--- config.mk ---
export PLATFORM = sky130hd
export DESIGN_NAME = instr_fetch_unit
export DESIGN_NICKNAME = d
export VERILOG_FILES = /design/src/rtl/instr_fetch_unit_pkg.sv /design/src/rtl/instr_fetch_unit_pc_next_logic.sv /design/src/rtl/instr_fetch_unit.sv
export SDC_FILE = /design/constraint.sdc
export NUM_CORES = 1
export LEC_CHECK = 0
export BUFFER_PORTS_ARGS = -buffer_cell sky130_fd_sc_hd__buf_2
export CAP_MARGIN = 15
export CORE_MARGIN = 1
export CORE_UTILIZATION = 50
export DETAILED_ROUTE_END_ITERATION = 10
export PLACE_DENSITY = 0.8
export SLEW_MARGIN = 0
export SYNTH_ARGS = -nofsm -noshare
export SYNTH_HDL_FRONTEND = slang
export SYNTH_SLANG_ARGS = --single-unit
--- constraint.sdc ---
create_clock -name clk -period 3.6 [get_ports clk]
set_input_delay 0.36 -clock clk [delete_from_list [all_inputs] [get_ports clk]]
set_output_delay 0.36 -clock clk [all_outputs]
set_load 0.05 [all_outputs]
--- src/rtl/instr_fetch_unit_pkg.sv ---
// Shared definitions for the instruction fetch unit: next-PC select codes,
// FSM state encoding and the default idle instruction word.
package instr_fetch_unit_pkg;

  // Next-PC select encodings driven by the decoder on pcsrc
  localparam logic [1:0] PCSRC_PLUS4  = 2'b00;
  localparam logic [1:0] PCSRC_BRANCH = 2'b01;
  localparam logic [1:0] PCSRC_JALR   = 2'b10;

  // addi x0,x0,0 -- presented on instr while nothing has been fetched
  localparam logic [31:0] NOP_INSTR = 32'h0000_0013;

  // Fetch FSM states
  typedef enum logic [1:0] {
    FETCH = 2'd0,
    WAIT  = 2'd1,
    HOLD  = 2'd2,
    TRAP  = 2'd3
  } state_e;

endpackage

--- src/rtl/instr_fetch_unit_pc_next_logic.sv ---
// Next-PC computation: selects pc+4, branch target or JALR target and flags
// targets that are not word aligned. Purely combinational, no state.
module pc_next_logic
  import instr_fetch_unit_pkg::*;
(
  input  logic [31:0] pc_i,
  input  logic [1:0]  pcsrc_i,
  input  logic [31:0] immext_i,
  input  logic [31:0] alu_result_i,
  output logic [31:0] next_pc_o,
  output logic        misaligned_o
);

  // Three-way target select; the reserved code falls back to sequential flow.
  // JALR clears bit 0 of the ALU result before the alignment check, so only
  // a set bit 1 can make a JALR target misaligned.
  always_comb begin
    next_pc_o = pc_i + 32'd4;
    case (pcsrc_i)
      PCSRC_BRANCH: next_pc_o = pc_i + immext_i;
      PCSRC_JALR:   next_pc_o = alu_result_i & ~32'h1;
      default:      next_pc_o = pc_i + 32'd4;
    endcase
    misaligned_o = (next_pc_o[1:0] != 2'b00);
  end

endmodule

--- src/rtl/instr_fetch_unit.sv ---
// Instruction fetch unit: requests one word at pc, holds it for the decoder
// until accepted, then steps pc. Traps permanently on a misaligned target.
module instr_fetch_unit
  import instr_fetch_unit_pkg::*;
#(
  parameter logic [31:0] RESET_PC  = 32'h0000_0000,
  parameter logic [31:0] NOP_INSTR = instr_fetch_unit_pkg::NOP_INSTR
) (
  input  logic        clk,
  input  logic        rst,
  output logic        imem_req,
  output logic [31:0] imem_addr,
  input  logic        imem_ack,
  input  logic [31:0] imem_rdata,
  output logic [31:0] instr,
  output logic        instr_valid,
  input  logic        instr_ready,
  output logic [31:0] pc,
  output logic [31:0] pc_plus4,
  input  logic [1:0]  pcsrc,
  input  logic [31:0] immext,
  input  logic [31:0] alu_result,
  output logic        misaligned
);

  state_e      state_q, state_d;
  logic [31:0] pc_q;
  logic [31:0] instr_q;
  logic        misaligned_q;

  logic [31:0] nxt_pc;
  logic        nxt_misaligned;
  logic        ack_take;
  logic        accept;

  pc_next_logic u_pc_next (
    .pc_i         (pc_q),
    .pcsrc_i      (pcsrc),
    .immext_i     (immext),
    .alu_result_i (alu_result),
    .next_pc_o    (nxt_pc),
    .misaligned_o (nxt_misaligned)
  );

  // State register; reset restarts fetching regardless of what is in flight
  always_ff @(posedge clk) begin
    if (rst) state_q <= FETCH;
    else     state_q <= state_d;
  end

  // Next-state logic: request until ack, hold until accepted, trap is terminal
  always_comb begin
    state_d = state_q;
    case (state_q)
      FETCH:   state_d = imem_ack ? HOLD : WAIT;
      WAIT:    if (imem_ack) state_d = HOLD;
      HOLD:    if (instr_ready) state_d = nxt_misaligned ? TRAP : FETCH;
      TRAP:    state_d = TRAP;
      default: state_d = FETCH;
    endcase
  end

  // Output decode; the request is masked during reset so an abandoned fetch
  // is never re-issued in the reset cycle itself
  always_comb begin
    imem_req    = 1'b0;
    instr_valid = 1'b0;
    ack_take    = 1'b0;
    accept      = 1'b0;
    case (state_q)
      FETCH, WAIT: begin
        imem_req = ~rst;
        ack_take = imem_ack;
      end
      HOLD: begin
        instr_valid = 1'b1;
        accept      = instr_ready;
      end
      default: ;
    endcase
  end

  // Datapath: capture the fetched word, step pc on accept, latch the trap flag
  always_ff @(posedge clk) begin
    if (rst) begin
      pc_q         <= RESET_PC;
      instr_q      <= NOP_INSTR;
      misaligned_q <= 1'b0;
    end else begin
      if (ack_take) instr_q <= imem_rdata;
      if (accept) begin
        if (nxt_misaligned) misaligned_q <= 1'b1;
        else                pc_q         <= nxt_pc;
      end
    end
  end

  assign imem_addr  = pc_q;
  assign pc         = pc_q;
  assign pc_plus4   = pc_q + 32'd4;
  assign instr      = instr_q;
  assign misaligned = misaligned_q;

endmodule

==> results.ini, run 1 <==
[synth]
synth_warnings=0
ys.flop_type=dfxtp_1
syn_area_per_cell_sq_um=7.39
yosysSeqAreaShare_pct=23.8
yosysMostFrequentCell=nand2_1
synth_common_cells=nand2_1 (123), a21oi_1 (90), dfxtp_1 (67), nor2_1 (48), buf_4 (35)
synth_fp_nets=901
ys_ff_latch=67
yosysUniqueCellTypes=67
synth_area_leaders=dfxtp_1 (24%), nand2_1 (8.2%), a21oi_1 (8.0%)
netlist_area_sq_mm=0.00564
synth_enable_flop_cells=0
synth_top_area_cell=dfxtp_1
async_reset_ff_share_pct=0
synthDominantCellAreaShare_pct=23.8
synthCells=764

[timing]
finalSetupTns_ns=0
maxSlewHeadroom_pct=20.3
setup_slack_ns=0.279
min_period_ns=3.32
hold_ws_ns=0.265
setup_viol=0
grt_setup_unrepaired=false
max_freq_mhz=301
fin_crit_sh_pct=92.3
skew_ns=0.0107
slew_violations=0
tightestPinTransition_ns=1.20
report.final.hold_viol_count=0

[grt]
grt_overflow=0
grt_pass1_vias=5615
grt_pass1_wl_microns=27300
gr-usage-all-layers_pct=29.7
antenna_found_initial=0
grt_max_degree=53

[critical_path]
endpoint_kind=output pin
setup.worst_path.start_class=flip-flop
arrival_ns=2.96
critPathKind=flip-flop to output pin
critPathMaxFanout=9
critical_path_required_ns=3.24

[placement]
dp_hpwl_microns=13500
gp_congestion=0.932
dp_cells=1071
dp_slack_ns=0.517
io_buffers=231

[min_path]
hp-class=input port to flip-flop

[power_and_ir_drop]
irDropWorstVdd_mv=0.297
p_leak_uw=0.00345
total_power_uw=2460
power_density_mw_per_mm2=353

[detailed_routing]
wl_per_cell_microns=16.5
vias=6293
drtIter0Drc=706
drt-total-wl_microns=17900
ant_nets=0
drc=0
dr.pass1.iters=5
viasPerCell=5.79

[finish]
fin_nets=1079
final_cells=1087
syn_to_final_growth_pct=23.5
drive_above_1_share_pct=30.4
n_antenna_cell=0

[cts]
path_clk_slew_ns=0.06
cts_made_buffers=9
post_cts_buffers=0
postCtsHoldBufs=0
cts_tree=built
clock_path_buffers=2
cts_resized=0
ctsRootBufferMaster=clkbuf_16
htree_num_levels=3
cts.sinks=67
clock_latency_ns=0.33

[job]
drv_cap=0

[die]
core.rowCount=38
io_pins=233
initial_core_util_pct=51.6
dieArea_sq_mm=0.0117
dieHeight_microns=108
core_area_sq_mm=0.0109
die_w_microns=108

[outcome]
outcome=finished clean

[critical path: stages (launching register included)]
cell and delay, ns:
dfxtp_1 0.53, ha_1 0.34, nand3_4 0.15, or2_4 0.29
or3_1 0.42, nor2_2 0.18, and3_1 0.26, xnor2_1 0.17
buf_2 0.31
[placed cells by master, fill, tap and decap left out, drive strengths merged, types with 7 or more instances in the layout]
master	n
nand2b	8
dfxtp	67
a21oi	93
o22ai	11
nor3	13
xor2	25
and2	8
nand2	125
a211oi	7
a221o	7
a221oi	11
xnor2	29
a21o	14
nand4	13
inv	20
nor2	49
ha	34
o31ai	7
buf	245
a22oi	8
o21ai	33
nand3	17
clkbuf	10
and3	14
a31oi	8
[worst paths after layout]
kind / startpoint / endpoint / slack, ns / depth (start not counted)
setup / recovery: imem_addr[2] / pc_plus4[24] / 0.28 / 8
hold reg to reg: instr[3] / instr[3] / 0.45 / 2
setup reg to reg: imem_addr[0] / imem_addr[8] / 0.54 / 12
hold / removal: imem_rdata[4] / instr[4] / 0.26 / 3
[metal layers]
layer,global-route usage (%),vias up,share of wire (%)
li1,-,3071,-
met1,38.2,2866,42
met2,50.4,323,47
met3,3.92,33,8.9
met4,10.8,0,2.0
met5,0,-,0
[power breakdown]
group / switching (uW) / internal [uW]
clock: 330 / 607
sequential: 40.4 / 778
combinational: 490 / 214
[metrics by stage]
stage	util, %	instance area [sq um]
2_1_floorplan	-	5640
3_3_place_gp	60.8	6650
3_5_place_dp	60.8	6650
4_1_cts	63.7	6970
5_1_grt	63.7	6970
6_report	63.7	6970
[kinds of logic (layout without fill, tap and decap cells)]
group                      Yosys count  count (layout)  share of synthesized area (%)
xor gates and xnor gates            54              54                           8.51
and+or+nand+nor                    270             270                           23.2
AOI/OAI and AO/OA                  240             240                           27.6
buffers and inverters               98             281                           9.04
adders and majority gates           35              35                           7.89
DFF                                 67              67                           23.8
[cell type report]
type	count	area, sq um
Fill cell	989	3970
Multi-Input combinational cell	599	3800
Sequential cell	67	1340
Timing Repair Buffer	245	1260
Clock buffer	10	229
Tap cell	140	175
Clock inverter	6	90.1
Inverter	20	75.1
[sequential cells by signal (all words and copies together) (netlist names)]
register,count
imem_addr,32
state_q,2
misaligned,1
instr,32
Power figures use the tool's default switching activity.
==> run 2, diff against run 1 <==
--- a/config.mk
+++ b/config.mk
@@ -11,6 +11,7 @@
 export CORE_UTILIZATION = 50
 export DETAILED_ROUTE_END_ITERATION = 10
 export PLACE_DENSITY = 0.8
+export RECOVER_POWER = 25
 export SLEW_MARGIN = 0
 export SYNTH_ARGS = -nofsm -noshare
 export SYNTH_HDL_FRONTEND = slang
==> results.ini, run 2 (same netlist as run 1, synthesis figures left out) <==
[outcome]
outcome=finished clean

[timing]
fin_crit_sh_pct=91.9  ; -0.40 points
slew_violations=0  ; unchanged
skew_ns=0.0113  ; +0.000578 ns
finalSetupTns_ns=0  ; unchanged
grt_setup_unrepaired=false
tightestPinTransition_ns=1.19  ; -0.00596 ns
setup_viol=0  ; unchanged
maxSlewHeadroom_pct=20.7  ; +0.40 points
min_period_ns=3.31  ; -0.0143 ns
max_freq_mhz=302  ; +0.43%
report.final.hold_viol_count=0  ; unchanged
hold_ws_ns=0.267  ; +0.00209 ns
setup_slack_ns=0.293  ; +0.0143 ns

[cts]
postCtsHoldBufs=0  ; unchanged
htree_num_levels=3  ; unchanged
cts.sinks=67  ; unchanged
post_cts_buffers=0  ; unchanged
clock_latency_ns=0.32  ; about the same
clock_path_buffers=2  ; unchanged
cts_tree=built
ctsRootBufferMaster=clkbuf_16
cts_resized=0  ; unchanged
path_clk_slew_ns=0.06  ; about the same
cts_made_buffers=9  ; unchanged

[detailed_routing]
ant_nets=0  ; unchanged
drc=0  ; unchanged
vias=6329  ; +0.57%
dr.pass1.iters=5  ; unchanged
wl_per_cell_microns=16.5  ; +0.60%
drt-total-wl_microns=18000  ; +0.60%
viasPerCell=5.82  ; +0.57%
drtIter0Drc=704  ; -0.28%

[grt]
grt_max_degree=53  ; unchanged
gr-usage-all-layers_pct=29.7  ; unchanged
grt_pass1_wl_microns=27300  ; unchanged
grt_pass1_vias=5615  ; unchanged
grt_overflow=0  ; unchanged
antenna_found_initial=0  ; unchanged

[critical_path]
critPathKind=flip-flop to output pin
r2r-end=imem_addr[8]
endpoint=pc_plus4[24]
worstPathCellList=ha_1, nand3_4, or2_4, or3_1, nor2_2, and3_1, xnor2_1, buf_2
critical_path_required_ns=3.24  ; about the same
reg2regPathDepth=12  ; unchanged
crit_path_start=imem_addr[2]
setup.worst_path.start_class=flip-flop
reg2reg_from=imem_addr[0]
path_delay_family=simple AND/OR/NAND/NOR gates
worst-path-stages=8  ; unchanged
arrival_ns=2.95  ; about the same
path_buf_inv=1  ; unchanged
slowest_stage=dfxtp_1
endpoint_kind=output pin
max_stage_delay_ns=0.52  ; about the same
critPathMaxFanout=9  ; unchanged
rrSetupSlack_ns=0.52  ; -0.02 ns

[finish]
regArea_sq_mm=0.00134  ; unchanged
drive_above_1_share_pct=25.2  ; -5.2 points
syn_to_final_growth_pct=22.4
mostFrequentLayoutCells=buf_2 (182), nand2_1 (123), a21oi_1 (90)
layout_commonest_cell=buf_2
n_fill_cell=1021  ; +3.2%
n_antenna_cell=0  ; unchanged
multi_input_area_sq_mm=0.00380  ; unchanged
fin_nets=1079  ; unchanged

[die]
dieHeight_microns=108  ; unchanged
io_pins=233  ; unchanged
core_area_sq_mm=0.0109  ; unchanged
initial_core_util_pct=51.6  ; unchanged
dieArea_sq_mm=0.0117  ; unchanged
core.rowCount=38  ; unchanged
die_w_microns=108  ; unchanged

[placement]
io_buffers=231  ; unchanged
dp_slack_ns=0.517  ; unchanged
dp_hpwl_microns=13500  ; unchanged
gp_congestion=0.932  ; unchanged

[power_and_ir_drop]
irDropWorstVdd_mv=0.296  ; -0.42%
p_leak_uw=0.00326  ; -5.7%
power_density_mw_per_mm2=355  ; +0.64%
total_power_uw=2450  ; -0.24%

[min_path]
hp-class=input port to flip-flop
whs_path_depth=3  ; unchanged

[job]
drv_cap=0  ; unchanged

run 2: stage by stage:
step	utilization (%)	cells	instance area [sq um]
after floorplan	-	764	5640
after global placement	60.8	1071	6650
after detailed placement	60.8	1071	6650
after CTS	63.7	1087	6970
after global routing	63.2	1087	6910
final	63.2	1087	6910
run 2: layer usage:
| layer | vias up | routed length [microns] | GRT usage [%] |
|---|---|---|---|
| li1 | 3073 | - | - |
| met1 | 2916 | 7820 | 38.2 |
| met2 | 300 | 8370 | 50.4 |
| met3 | 40 | 1420 | 3.92 |
| met4 | 0 | 378 | 10.8 |
| met5 | - | 0 | 0 |
run 2: layout make-up:
type                            count  area share, %
Sequential cell                    67           19.4
Tap cell                          140           2.54
Inverter                           20           1.09
Clock inverter                      6           1.30
Multi-Input combinational cell    599           55.0
Timing Repair Buffer              245           17.4
Clock buffer                       10           3.31
run 2: how the worst min path moves through the flow:
stage,start,to,slack [ns]
final,imem_rdata[4],instr[4],0.27
after global routing,imem_rdata[4],instr[4],0.26
after CTS,imem_rdata[4],instr[4],0.25
after detailed placement,instr[6],instr[6],0.44
after global placement,instr[20],instr[20],0.44
after floorplan,imem_ack,state_q[1],0.47
run 2: power breakdown:
| group | internal (uW) | switching [uW] |
|---|---|---|
| Combinational | 207 | 492 |
| Clock | 608 | 329 |
| Sequential | 778 | 41.3 |
| Total | 1590 | 862 |
run 2: worst register-to-register path: stages, from the launching register on:
cell	delay (ns)
dfxtp_1	0.41
ha_1	0.22
inv_1	0.06
fa_1	0.43
nand2b_1	0.08
a221oi_1	0.07
a21oi_1	0.31
nand2b_1	0.71
buf_4	0.31
a21oi_1	0.05
a21oi_1	0.16
a21oi_1	0.05
a21oi_1	0.16
